### src/rtl/avalon_lag_reader.sv
// avalon_lag_reader: Avalon-MM read master that polls the CPU lag peripheral.
// Each poll reads word 0 (packed lags, shoot, enable) and publishes it on
// registered outputs with a one-cycle valid pulse and a change flag.
// Optional feature macro DEBUG_READ_EN: each poll also reads word 1 (debug
// word). Without it only word 0 is read and the debug outputs are tied to 0.
module avalon_lag_reader #(
    parameter int NUM_XCORRS     = 6,
    parameter int BITS_PER_XCORR = 5,
    parameter int POLL_PERIOD    = 1000,
    parameter int TIMEOUT        = 255
) (
    input  logic        clk,
    input  logic        reset_n,
    input  logic        poll_en,
    output logic        avm_address,
    output logic        avm_read,
    input  logic [31:0] avm_readdata,
    input  logic        avm_waitrequest,
    input  logic        avm_readdatavalid,
    output logic [29:0] lags,
    output logic        shoot,
    output logic        enable_flag,
    output logic        lags_valid,
    output logic        lags_changed,
    output logic [31:0] debug_word,
    output logic        debug_valid,
    output logic        busy,
    output logic        timeout_err
);

    localparam int LAG_W  = NUM_XCORRS * BITS_PER_XCORR;
    localparam int PCNT_W = $clog2(POLL_PERIOD + 1);
    localparam int TCNT_W = $clog2(TIMEOUT + 1);

    localparam logic [PCNT_W-1:0] P_LAST   = PCNT_W'(POLL_PERIOD - 1);
    localparam logic [TCNT_W-1:0] T_MAX    = TCNT_W'(TIMEOUT);
    localparam logic [29:0]       LAG_MASK = 30'((64'd1 << LAG_W) - 64'd1);

    typedef enum logic [2:0] {
        S_IDLE  = 3'd0,
        S_WAIT  = 3'd1,
        S_REQ0  = 3'd2,
        S_DATA0 = 3'd3,
        S_REQ1  = 3'd4,
        S_DATA1 = 3'd5
    } state_t;

`ifdef DEBUG_READ_EN
    localparam state_t NEXT0 = S_REQ1;
`else
    localparam state_t NEXT0 = S_WAIT;
`endif

    state_t              state_q;
    state_t              state_d;
    logic [PCNT_W-1:0]   pcnt_q;
    logic [TCNT_W-1:0]   tcnt_q;
    logic                tmo_hit;
    logic                tmo;
    logic                cap0;
    logic [31:0]         word_p0;

    assign tmo_hit = (tcnt_q == T_MAX);

    // State register
    always_ff @(posedge clk or negedge reset_n) begin
        if (!reset_n) begin
            state_q <= S_IDLE;
        end else begin
            state_q <= state_d;
        end
    end

`ifdef DEBUG_READ_EN
    logic        cap1;
    logic [31:0] dbg_p0;

    // Next-state logic, including the debug-word read phases
    always_comb begin
        state_d = state_q;
        cap0    = 1'b0;
        cap1    = 1'b0;
        tmo     = 1'b0;
        case (state_q)
            S_IDLE:  if (poll_en) state_d = S_REQ0;
            S_WAIT: begin
                if (!poll_en)              state_d = S_IDLE;
                else if (pcnt_q == P_LAST) state_d = S_REQ0;
            end
            S_REQ0: begin
                if (tmo_hit) begin
                    tmo     = 1'b1;
                    state_d = S_WAIT;
                end else if (!avm_waitrequest) begin
                    if (avm_readdatavalid) begin
                        cap0    = 1'b1;
                        state_d = NEXT0;
                    end else begin
                        state_d = S_DATA0;
                    end
                end
            end
            S_DATA0: begin
                if (tmo_hit) begin
                    tmo     = 1'b1;
                    state_d = S_WAIT;
                end else if (avm_readdatavalid) begin
                    cap0    = 1'b1;
                    state_d = NEXT0;
                end
            end
            S_REQ1: begin
                if (tmo_hit) begin
                    tmo     = 1'b1;
                    state_d = S_WAIT;
                end else if (!avm_waitrequest) begin
                    if (avm_readdatavalid) begin
                        cap1    = 1'b1;
                        state_d = S_WAIT;
                    end else begin
                        state_d = S_DATA1;
                    end
                end
            end
            S_DATA1: begin
                if (tmo_hit) begin
                    tmo     = 1'b1;
                    state_d = S_WAIT;
                end else if (avm_readdatavalid) begin
                    cap1    = 1'b1;
                    state_d = S_WAIT;
                end
            end
            default: state_d = S_IDLE;
        endcase
    end

    // Debug word capture and its one-cycle valid pulse
    always_ff @(posedge clk or negedge reset_n) begin
        if (!reset_n) begin
            dbg_p0      <= '0;
            debug_valid <= 1'b0;
        end else begin
            debug_valid <= cap1;
            if (cap1) dbg_p0 <= avm_readdata;
        end
    end

    assign debug_word = dbg_p0;
`else
    // Next-state logic, lag word only
    always_comb begin
        state_d = state_q;
        cap0    = 1'b0;
        tmo     = 1'b0;
        case (state_q)
            S_IDLE:  if (poll_en) state_d = S_REQ0;
            S_WAIT: begin
                if (!poll_en)              state_d = S_IDLE;
                else if (pcnt_q == P_LAST) state_d = S_REQ0;
            end
            S_REQ0: begin
                if (tmo_hit) begin
                    tmo     = 1'b1;
                    state_d = S_WAIT;
                end else if (!avm_waitrequest) begin
                    if (avm_readdatavalid) begin
                        cap0    = 1'b1;
                        state_d = NEXT0;
                    end else begin
                        state_d = S_DATA0;
                    end
                end
            end
            S_DATA0: begin
                if (tmo_hit) begin
                    tmo     = 1'b1;
                    state_d = S_WAIT;
                end else if (avm_readdatavalid) begin
                    cap0    = 1'b1;
                    state_d = NEXT0;
                end
            end
            default: state_d = S_IDLE;
        endcase
    end

    assign debug_word  = 32'd0;
    assign debug_valid = 1'b0;
`endif

    // Bus outputs and busy decoded from the current state
    always_comb begin
        avm_read    = 1'b0;
        avm_address = 1'b0;
        busy        = 1'b1;
        case (state_q)
            S_IDLE, S_WAIT: busy = 1'b0;
            S_REQ0:         avm_read = 1'b1;
`ifdef DEBUG_READ_EN
            S_REQ1: begin
                avm_read    = 1'b1;
                avm_address = 1'b1;
            end
`endif
            default: ;
        endcase
    end

    // Poll period counter: runs only while staying in WAIT, saturates at terminal
    always_ff @(posedge clk or negedge reset_n) begin
        if (!reset_n) begin
            pcnt_q <= '0;
        end else if (state_q == S_WAIT && state_d == S_WAIT) begin
            if (pcnt_q != P_LAST) pcnt_q <= pcnt_q + PCNT_W'(1);
        end else begin
            pcnt_q <= '0;
        end
    end

    // Bus-phase timeout counter: cleared on every state change, saturating
    always_ff @(posedge clk or negedge reset_n) begin
        if (!reset_n) begin
            tcnt_q <= '0;
        end else if (state_d != state_q) begin
            tcnt_q <= '0;
        end else if (busy && tcnt_q != T_MAX) begin
            tcnt_q <= tcnt_q + TCNT_W'(1);
        end
    end

    // Lag word capture, valid/changed pulses and sticky timeout flag
    always_ff @(posedge clk or negedge reset_n) begin
        if (!reset_n) begin
            word_p0      <= '0;
            lags_valid   <= 1'b0;
            lags_changed <= 1'b0;
            timeout_err  <= 1'b0;
        end else begin
            lags_valid   <= cap0;
            lags_changed <= cap0 && (avm_readdata != word_p0);
            if (cap0) word_p0    <= avm_readdata;
            if (tmo)  timeout_err <= 1'b1;
        end
    end

    assign lags        = word_p0[29:0] & LAG_MASK;
    assign shoot       = word_p0[30];
    assign enable_flag = word_p0[31];

endmodule
### config.mk
export PLATFORM = sky130hd
export DESIGN_NAME = avalon_lag_reader
export DESIGN_NICKNAME = d
export VERILOG_FILES = /design/src/rtl/avalon_lag_reader.sv
export SDC_FILE = /design/constraint.sdc
export NUM_CORES = 1
export LEC_CHECK = 0
export BUFFER_PORTS_ARGS = -buffer_cell sky130_fd_sc_hd__buf_2
export CORE_UTILIZATION = 40
export DETAILED_ROUTE_END_ITERATION = 12
export GPL_ROUTABILITY_DRIVEN = 0
export GPL_TIMING_DRIVEN = 0
export PLACE_DENSITY = 0.66
export SYNTH_ARGS = -nofsm -noshare
export SYNTH_HDL_FRONTEND = slang
export SYNTH_SLANG_ARGS = --single-unit
### constraint.sdc
create_clock -name clk -period 3.4 [get_ports clk]
set_clock_uncertainty 0.1 [all_clocks]
set_input_delay 0.17 -clock clk [delete_from_list [all_inputs] [get_ports clk]]
set_output_delay 0.17 -clock clk [all_outputs]
set_load 0.05 [all_outputs]
==> flow_metrics.env, run 1 <==
export IMPL_total_power_mw=2.56
export IMPL_async_flop_share_pct=100
export IMPL_ys_ff_latch=56
export IMPL_min_delay_path_class="in -> reg"
export IMPL_p_int_mw=1.39
export IMPL_yosysSeqAreaShare_pct=44.1
export IMPL_drive_gt1_share_pct=41.5
export IMPL_dr_total_vias=2210
export IMPL_setup_tns_ps=0
export IMPL_cts_resized=0
export IMPL_syn_to_final_growth_pct=29.2
export IMPL_postCtsSetupBuffers=0
export IMPL_clkSinkCount=56
export IMPL_cp_max_fo=10
export IMPL_synth_top_area_share_pct=44.1
export IMPL_slew_violations=0
export IMPL_drc_errors=0
export IMPL_period_share_pct=60.6
export IMPL_crit_path_start_kind="flip-flop"
export IMPL_dp_slack_ps=1350
export IMPL_wirelength_um=6290
export IMPL_overflow=0
export IMPL_htree_levels=2
export IMPL_hold_viol=0
export IMPL_core_um2=7690
export IMPL_diodes=0
export IMPL_antenna_found_initial=0
export IMPL_slew_headroom_pct=52.5
export IMPL_ioPinCount=108
export IMPL_grt_pass1_vias=2029
export IMPL_firstDrtPassIters=4
export IMPL_worst_slew_pin_slew_ps=712
export IMPL_path_clk_slew_ps=110
export IMPL_synth_edff_count=0
export IMPL_hpwlAfterDp_um=4630
export IMPL_place_area_um2=3800
export IMPL_ys_types=44
export IMPL_setup_viol=0
export IMPL_root_buffer="clkbuf_8"
export IMPL_clk_latency_ps=310
export IMPL_hold_slack_ps=12.2
export IMPL_postLayoutCellArea_um2=4100
export IMPL_synth_area_top_cells="dfrtp_1, mux2_4, xnor2_1"
export IMPL_start_util_pct=41.3
export IMPL_synth_flop_cell="dfrtp_1"
export IMPL_routed_via_density=4.45
export IMPL_cts_buffers=5
export IMPL_critical_path_class="reg -> reg"
export IMPL_die_area_um2=8300
export IMPL_synth_top_area_cell="dfrtp_1"
export IMPL_finalWorstSetupSlack_ps=1340
export IMPL_fill_cells=673
export IMPL_cellLeakagePower_nw=2.08
export IMPL_holdBufCountCts=19
export IMPL_drt_iter0_markers=83
export IMPL_grt_max_degree=57
export IMPL_synth_simple_gate_area_share_pct=12.3
export IMPL_wl_per_cell_um=12.6
export IMPL_cts_tree="done"
export IMPL_drv_cap=0
export IMPL_switching_share_pct=45.6
export IMPL_synth_fa_ha_area_share_pct=0.788
export IMPL_rows=32
export IMPL_clockBufferDepth=2
export IMPL_syn_inst=259
export IMPL_chipHeight_um=91.1
export IMPL_p_per_area_nw_per_um2=623
export IMPL_switching_power_mw=1.16
export IMPL_synth_xor_area_share_pct=12.7
export IMPL_nets=433
export IMPL_track_usage_pct=15.1
export IMPL_grt_pass1_wl_um=9820
export IMPL_seqPwrFrac_pct=37.1
export IMPL_setup_worst_path_end_class="flip-flop"
export IMPL_synth_warnings=0
export IMPL_cp_arrival_ps=2170
export IMPL_synth_area_um2=3180
export IMPL_min_period_ps=2060
export IMPL_grt_setup_unrepaired="no"
export IMPL_critPathRequiredTime_ps=3510
export IMPL_status="finished clean"
export IMPL_synth_area_mux_share_pct=15.0
export IMPL_p_clk_share_pct=15.1
export IMPL_combPwrFrac_pct=47.8
export IMPL_die_w_um=91.1
export IMPL_io_buffers=73
export IMPL_synth_top_family_by_area="multiplexers"
export IMPL_ant_nets=0
export IMPL_fmax_ghz=0.485
export IMPL_synth_compound_area_share_pct=4.73
export IMPL_avgSynthCellArea_um2=12.3
export IMPL_peakVddDrop_mv=0.336
==> power by group through the flow <==
stage,Sequential [mW],Combinational [mW],Clock [mW]
final,0.949,1.22,0.386
after CTS,0.946,1.22,0.402
after global routing,0.971,1.28,0.428
after floorplan,1.42,0.479,0
after detailed placement,0.958,1.20,0
after global placement,0.951,1.19,0
==> logic make-up after synthesis <==
group | count (synthesis)
other cells | 1
buf+inv | 45
simple gates | 58
mux | 33
compound gates | 18
xor+xnor | 46
flops | 56
fa+ha+maj | 2
==> registers in the layout (all words and copies together), names as in the netlist <==
name,count
word_p0,32
state_q,3
lags_changed,1
pcnt_q,10
lags_valid,1
timeout_err,1
tcnt_q,8
==> worst paths after layout <==
kind,startpoint,end,slack (ps),depth (start not counted)
min reg2reg,pcnt_q[0]$_DFFE_PN0P_,pcnt_q[0]$_DFFE_PN0P_,360,1
min,avm_readdata[13],word_p0[13]$_DFFE_PN0P_,10,2
max reg2reg,tcnt_q[0]$_DFFE_PN0P_,word_p0[9]$_DFFE_PN0P_,1340,7
max in group asynchronous,reset_n,pcnt_q[0]$_DFFE_PN0P_,2350,2
min in group asynchronous,reset_n,word_p0[5]$_DFFE_PN0P_,360,2
max,tcnt_q[0]$_DFFE_PN0P_,word_p0[9]$_DFFE_PN0P_,1340,7
==> cell usage after synthesis, types with 3 or more instances <==
cell / number
a21oi_1: 5
and3_1: 3
buf_4: 36
buf_6: 3
dfrtp_1: 56
inv_1: 5
mux2_2: 4
mux2_4: 28
nand2_1: 3
nand3_1: 3
nand4_1: 10
nor2_1: 13
nor3_1: 7
xnor2_1: 41
xor2_1: 5
==> cells in the final DEF (no fill, tap or decap), drive strengths merged, types with 2 or more instances in the layout <==
master	synthesis	layout
o31ai	2	2
nor3b	2	2
nand3	3	3
nor3	7	7
nand4	12	12
and3	3	3
clkbuf	0	5
a21oi	5	5
nor2	13	13
conb	1	35
and2	2	2
xor2	5	5
nand2	4	4
a211oi	2	2
buf	40	113
xnor2	41	41
mux2	32	32
nor4	3	3
dfrtp	56	56
ha	2	2
nand2b	2	2
and4	3	3
dlygate4sd3	0	21
inv	5	7
o21ai	2	2
==> area by class of cell <==
type	instances	area (um2)	share of cell area, %
plain buffers	40	309	7.53
inverters	5	18.8	0.457
repair buffers	94	578	14.1
well taps	102	128	3.11
clock inverters	3	25.0	0.610
multi-input cells	192	1580	38.4
flip-flops and latches	56	1400	34.1
clock buffers	5	68.8	1.68
==> worst max-delay path: stages (launching register included) <==
cell and delay [ps]:
dfrtp_1 430, ha_1 240, and3_1 160, buf_2 170, nand2_4 100, nand4_4 200
buf_6 250, mux2_4 310
==> layer usage <==
metal / vias up / routed length [um] / track usage [%]
met4: 0 / 129 / 5.56
li1: 1098 / - / -
met3: 13 / 278 / 2.76
met1: 1032 / 2840 / 19.6
met2: 67 / 3040 / 25.0
met5: - / 0 / 0
==> metrics by stage <==
step	util, %	std cells
5_1_grt	53.4	497
2_1_floorplan	-	293
3_3_place_gp	49.4	468
4_1_cts	53.1	495
6_report	53.4	497
3_5_place_dp	49.4	468
Power figures use the tool's default switching activity.
==> run 2: changes to the inputs <==
PLACE_DENSITY = 0.68   (was 0.66)
clock period = 1.7 ns   (was 3.4 ns; I/O delays follow)
==> run 2 against run 1 <==
  * The flow now finishes with violations (negative setup slack)
  * Non-clock buffer count grew 31
  * Sequential cell count unchanged
  * Critical path depth unchanged
  * Register-to-register slack lost 1500 ps
  * Sequential power rose by 100%
  * Final cell count up 6.2%
  * Wire length grew 10%
  * Combinational power up 110%
  * Sequential share of layout area decreased by 2.9 points
  * First-iteration DRC count shrank 34%
  * Maximum frequency increased by 14%
  * Largest power group unchanged
==> flow_metrics.env, run 2 (synthesis gave the netlist of run 1 again) <==
export IMPL_drive_gt1_share_pct=44.4
export IMPL_rr_startpoint="tcnt_q[0]$_DFFE_PN0P_"
export IMPL_ioPinCount=108
export IMPL_path_cells="ha_2 > and3_4 > nand2_4 > nand4_4 > buf_4 > buf_6 > mux2_4"
export IMPL_antenna_found_initial=0
export IMPL_cellLeakagePower_nw=2.27
export IMPL_finalWorstSetupSlack_ps=-112
export IMPL_clk_latency_ps=320
export IMPL_grt_pass1_wl_um=11300
export IMPL_setup_viol=25
export IMPL_die_area_um2=8300
export IMPL_setup_worst_path_end_class="flip-flop"
export IMPL_drc_errors=0
export IMPL_htree_levels=2
export IMPL_min_period_ps=1810
export IMPL_drv_cap=0
export IMPL_cp_arrival_ps=1930
export IMPL_min_delay_path_class="in -> reg"
export IMPL_slowest_stage="dfrtp_1"
export IMPL_critPathRequiredTime_ps=1820
export IMPL_final_core_util_pct=58.3
export IMPL_cts_tree="done"
export IMPL_rows=32
export IMPL_fill_cells=639
export IMPL_path_clk_slew_ps=110
export IMPL_p_per_area_nw_per_um2=1160
export IMPL_fin_cells=528
export IMPL_io_buffers=73
export IMPL_largest_reg_flops=32
export IMPL_clkSinkCount=56
export IMPL_fmax_ghz=0.552
export IMPL_syn_to_final_growth_pct=41.1
export IMPL_grt_max_degree=57
export IMPL_critical_path_class="reg -> reg"
export IMPL_regMostFlops="word_p0"
export IMPL_reg2regPathDepth=7
export IMPL_diodes=0
export IMPL_nets=464
export IMPL_multi_input_area_um2=1620
export IMPL_placed_cells=468
export IMPL_drt_iter0_markers=55
export IMPL_slew_headroom_pct=52.7
export IMPL_violations="negative setup slack"
export IMPL_hpwlAfterDp_um=4610
export IMPL_wirelength_um=6930
export IMPL_firstDrtPassIters=4
export IMPL_r2r_setup_slack_ps=-110
export IMPL_start_util_pct=41.3
export IMPL_hold_path_cell_count=3
export IMPL_grt_setup_unrepaired="yes"
export IMPL_worst_slew_pin_slew_ps=710
export IMPL_worstHoldStart="avm_readdatavalid"
export IMPL_root_buffer="clkbuf_8"
export IMPL_cp_max_fo=5
export IMPL_die_w_um=91.1
export IMPL_worstReg2RegEnd="word_p0[18]$_DFFE_PN0P_"
export IMPL_ant_nets=0
export IMPL_hold_viol=0
export IMPL_routed_via_density=4.55
export IMPL_grt_pass1_vias=2334
export IMPL_overflow=0
export IMPL_dr_total_vias=2401
export IMPL_clockBufferDepth=2
export IMPL_status="finished, violations left"
export IMPL_hold_slack_ps=61.6
export IMPL_reg_top3="word_p0 (32), pcnt_q (10), tcnt_q (8)"
export IMPL_wl_per_cell_um=13.1
export IMPL_cts_buffers=5
export IMPL_core_um2=7690
export IMPL_final_common_cell="buf_2"
export IMPL_seqCellArea_um2=1400
export IMPL_chipHeight_um=91.1
export IMPL_period_share_pct=107
export IMPL_final_cell_mix="buf_2, dfrtp_1, buf_4"
export IMPL_critPathMaxStageDelay_ps=400
export IMPL_whs_endpoint="state_q[1]$_DFF_PN0_"
export IMPL_track_usage_pct=17.1
export IMPL_peakVddDrop_mv=0.806
export IMPL_slew_violations=0
export IMPL_crit_path_start_kind="flip-flop"
run 2: changes by cell type in the layout (fill, tap and decap cells not counted), sizes merged:
cell,previous run,this run
buf,113,132
dlygate4sd3,21,33
clkinvlp,1,0
inv,7,6
clkinv,0,2
run 2: per-stage QoR:
| step | total power, mW | instance area (um2) | setup slack, ps | TNS [ps] |
|---|---|---|---|---|
| floorplan | 3.80 | 3350 | -68.9 | -1920 |
| detailed placement | 4.33 | 3840 | -239 | -8430 |
| global placement | 4.29 | 3840 | -241 | -8240 |
| CTS | 5.21 | 4460 | -150 | -3200 |
| finish | 5.21 | 4480 | -112 | -2230 |
| global route | 5.44 | 4480 | -162 | -4240 |
run 2: timing repair:
| item | in CTS | in global routing |
|---|---|---|
| endpoints found under the hold margin | 73 | 0 |
| endpoints found under the setup margin | 41 | 40 |
| pin swaps | 2 | 0 |
| buffers inserted | 15 | 6 |
| gates cloned | 2 | 0 |
| gates resized for setup | 7 | 5 |
| hold buffers | 33 | 0 |
run 2: worst max-delay path: cells and delay by family (launching register included):
family / cells / cell delay [ps]
buffers and inverters: 2 / 330
AND/OR/NAND/NOR: 3 / 400
multiplexers: 1 / 300
flip-flops: 1 / 400
adder cells (fa/ha/maj): 1 / 190
run 2: how the worst max path moves through the flow:
stage,slack [ps],from,to
2_1_floorplan,-70,tcnt_q[0]$_DFFE_PN0P_,word_p0[10]$_DFFE_PN0P_
3_3_place_gp,-240,pcnt_q[0]$_DFFE_PN0P_,tcnt_q[2]$_DFFE_PN0P_
3_5_place_dp,-240,tcnt_q[0]$_DFFE_PN0P_,word_p0[18]$_DFFE_PN0P_
4_1_cts,-150,tcnt_q[0]$_DFFE_PN0P_,word_p0[8]$_DFFE_PN0P_
5_1_grt,-160,tcnt_q[0]$_DFFE_PN0P_,word_p0[23]$_DFFE_PN0P_
6_report,-110,tcnt_q[0]$_DFFE_PN0P_,word_p0[18]$_DFFE_PN0P_
run 2: final cells by class:
type                            count  share of cell area (%)
Tap cell                          102                    2.85
Sequential cell                    56                    31.3
Buffer                             38                    7.09
Clock buffer                        5                    1.54
Timing Repair Buffer              127                    20.3
Clock inverter                      3                   0.503
Multi-Input combinational cell    192                    36.1
Inverter                            5                   0.419
run 2: power by group:
part,internal [mW],switching (mW)
registers,1.62,0.291
logic,0.933,1.61
clock network,0.297,0.465
run 2: metal layers:
layer	vias up	routed length [um]	track usage (%)
li1	1164	-	-
met1	1161	3070	21.2
met2	66	3480	30.3
met3	10	252	2.51
met4	0	123	5.56
met5	-	0	0
==> run 3: changes to the inputs <==
CORE_MARGIN = 3   (was unset)
==> run 3 against run 2 <==
  * The flow still finishes with violations (negative setup slack)
  * Utilization is 2.1 points higher
  * Setup slack worse by 30 ps
  * First-iteration DRC count grew 9.1%
  * Critical path depth grew 1
  * Register-to-register slack worse by 30 ps
  * Clock-buffer cell count grew 2
  * Design area rose by 0.92%
  * Critical endpoint is now word_p0[23]$_DFFE_PN0P_
  * Largest cell class unchanged
==> flow_metrics.env, run 3 (synthesis gave the netlist of run 1 again) <==
export IMPL_diodes=0
export IMPL_die_area_um2=9050
export IMPL_placed_cells=465
export IMPL_setup_worst_path_end_class="flip-flop"
export IMPL_clockBufferDepth=2
export IMPL_status="finished, violations left"
export IMPL_routed_via_density=4.53
export IMPL_grt_pass1_wl_um=11400
export IMPL_hold_slack_ps=72.3
export IMPL_clk_latency_ps=310
export IMPL_overflow=0
export IMPL_setup_tns_ps=-1960
export IMPL_reg_top3="word_p0 (32), pcnt_q (10), tcnt_q (8)"
export IMPL_drc_errors=0
export IMPL_nets=463
export IMPL_slew_headroom_pct=52.9
export IMPL_cts_tree="done"
export IMPL_critical_path_class="reg -> reg"
export IMPL_drv_cap=0
export IMPL_wl_per_cell_um=13.4
export IMPL_grt_setup_unrepaired="yes"
export IMPL_dr_total_vias=2372
export IMPL_track_usage_pct=16.0
export IMPL_final_cell_mix="buf_2, dfrtp_1, buf_4"
export IMPL_grt_pass1_vias=2373
export IMPL_antenna_found_initial=0
export IMPL_cellLeakagePower_nw=2.29
export IMPL_hold_viol=0
export IMPL_io_buffers=73
export IMPL_start_util_pct=42.4
export IMPL_hpwlAfterDp_um=4720
export IMPL_p_per_area_nw_per_um2=1190
export IMPL_worst_slew_pin_slew_ps=706
export IMPL_peakVddDrop_mv=0.953
export IMPL_place_area_um2=3840
export IMPL_total_power_mw=5.37
export IMPL_critPathRequiredTime_ps=1800
export IMPL_postLayoutCellArea_um2=4520
export IMPL_root_buffer="clkbuf_8"
export IMPL_wirelength_um=7010
export IMPL_setup_viol=39
export IMPL_cp_max_fo=7
export IMPL_ant_nets=0
export IMPL_final_core_util_pct=60.4
export IMPL_chipHeight_um=95.1
export IMPL_finalWorstSetupSlack_ps=-142
export IMPL_grt_max_degree=57
export IMPL_die_w_um=95.1
export IMPL_violations="negative setup slack"
export IMPL_syn_to_final_growth_pct=42.4
export IMPL_clkSinkCount=56
export IMPL_dp_slack_ps=-284
export IMPL_cp_arrival_ps=1940
export IMPL_rows=31
export IMPL_fmax_ghz=0.543
export IMPL_drive_gt1_share_pct=44.2
export IMPL_htree_levels=2
export IMPL_core_um2=7490
export IMPL_slew_violations=0
export IMPL_firstDrtPassIters=4
export IMPL_min_delay_path_class="in -> reg"
export IMPL_crit_path_start_kind="flip-flop"
export IMPL_final_common_cell="buf_2"
export IMPL_cts_buffers=5
export IMPL_drt_iter0_markers=60
export IMPL_ioPinCount=108
export IMPL_period_share_pct=108
export IMPL_min_period_ps=1840
export IMPL_regMostFlops="word_p0"
export IMPL_largest_reg_flops=32
export IMPL_fin_cells=524
export IMPL_path_clk_slew_ps=100
run 3: final timing paths:
check                                            from                       to  slack [ps]  depth (start not counted)
worst max register to register  tcnt_q[1]$_DFFE_PN0P_  word_p0[23]$_DFFE_PN0P_        -140                          8
min in group asynchronous                     reset_n    pcnt_q[0]$_DFFE_PN0P_         250                          2
max in group asynchronous                     reset_n  word_p0[15]$_DFFE_PN0P_         770                          2
worst min-delay path                avm_readdatavalid     state_q[1]$_DFF_PN0_          70                          3
worst min register to register  pcnt_q[0]$_DFFE_PN0P_    pcnt_q[0]$_DFFE_PN0P_         400                          1
worst max-delay path            tcnt_q[1]$_DFFE_PN0P_  word_p0[23]$_DFFE_PN0P_        -140                          8
run 3: timing repair:
item / CTS / global route
setup buffers: 16 / 2
hold endpoints to repair: 52 / 0
hold buffers: 33 / 0
cloned: 3 / 0
pin swaps: 2 / 1
resized for setup: 13 / 0
endpoints found under the setup margin: 41 / 39
run 3: layer usage:
layer,vias up,part of all wire [%],GRT usage [%]
met5,-,0,0
met4,0,1.4,4.57
met3,7,5.9,2.76
met2,78,49,26.7
met1,1127,44,21.4
li1,1160,-,-
run 3: power by group:
part / internal (mW) / switching (mW) / total, mW
logic: 0.925 / 1.59 / 2.51
clock network: 0.521 / 0.435 / 0.955
registers: 1.62 / 0.288 / 1.90
total: 3.06 / 2.31 / 5.37
run 3: critical path, stage by stage (launching register included):
cell and delay, ps:
dfrtp_1 400, ha_2 190, and3_4 180, nand2_4 60
nand4_4 80, buf_12 170, buf_6 120, buf_12 130
mux2_4 290
run 3: final cells by class:
type                    instances  area, um2
fillers                       618       2960
inverters                       5       18.8
clock inverters                 1       30.0
repair buffers                125        906
flip-flops and latches         56       1400
clock buffers                   7       96.3
multi-input cells             192       1610
plain buffers                  39        334
well taps                      99        124
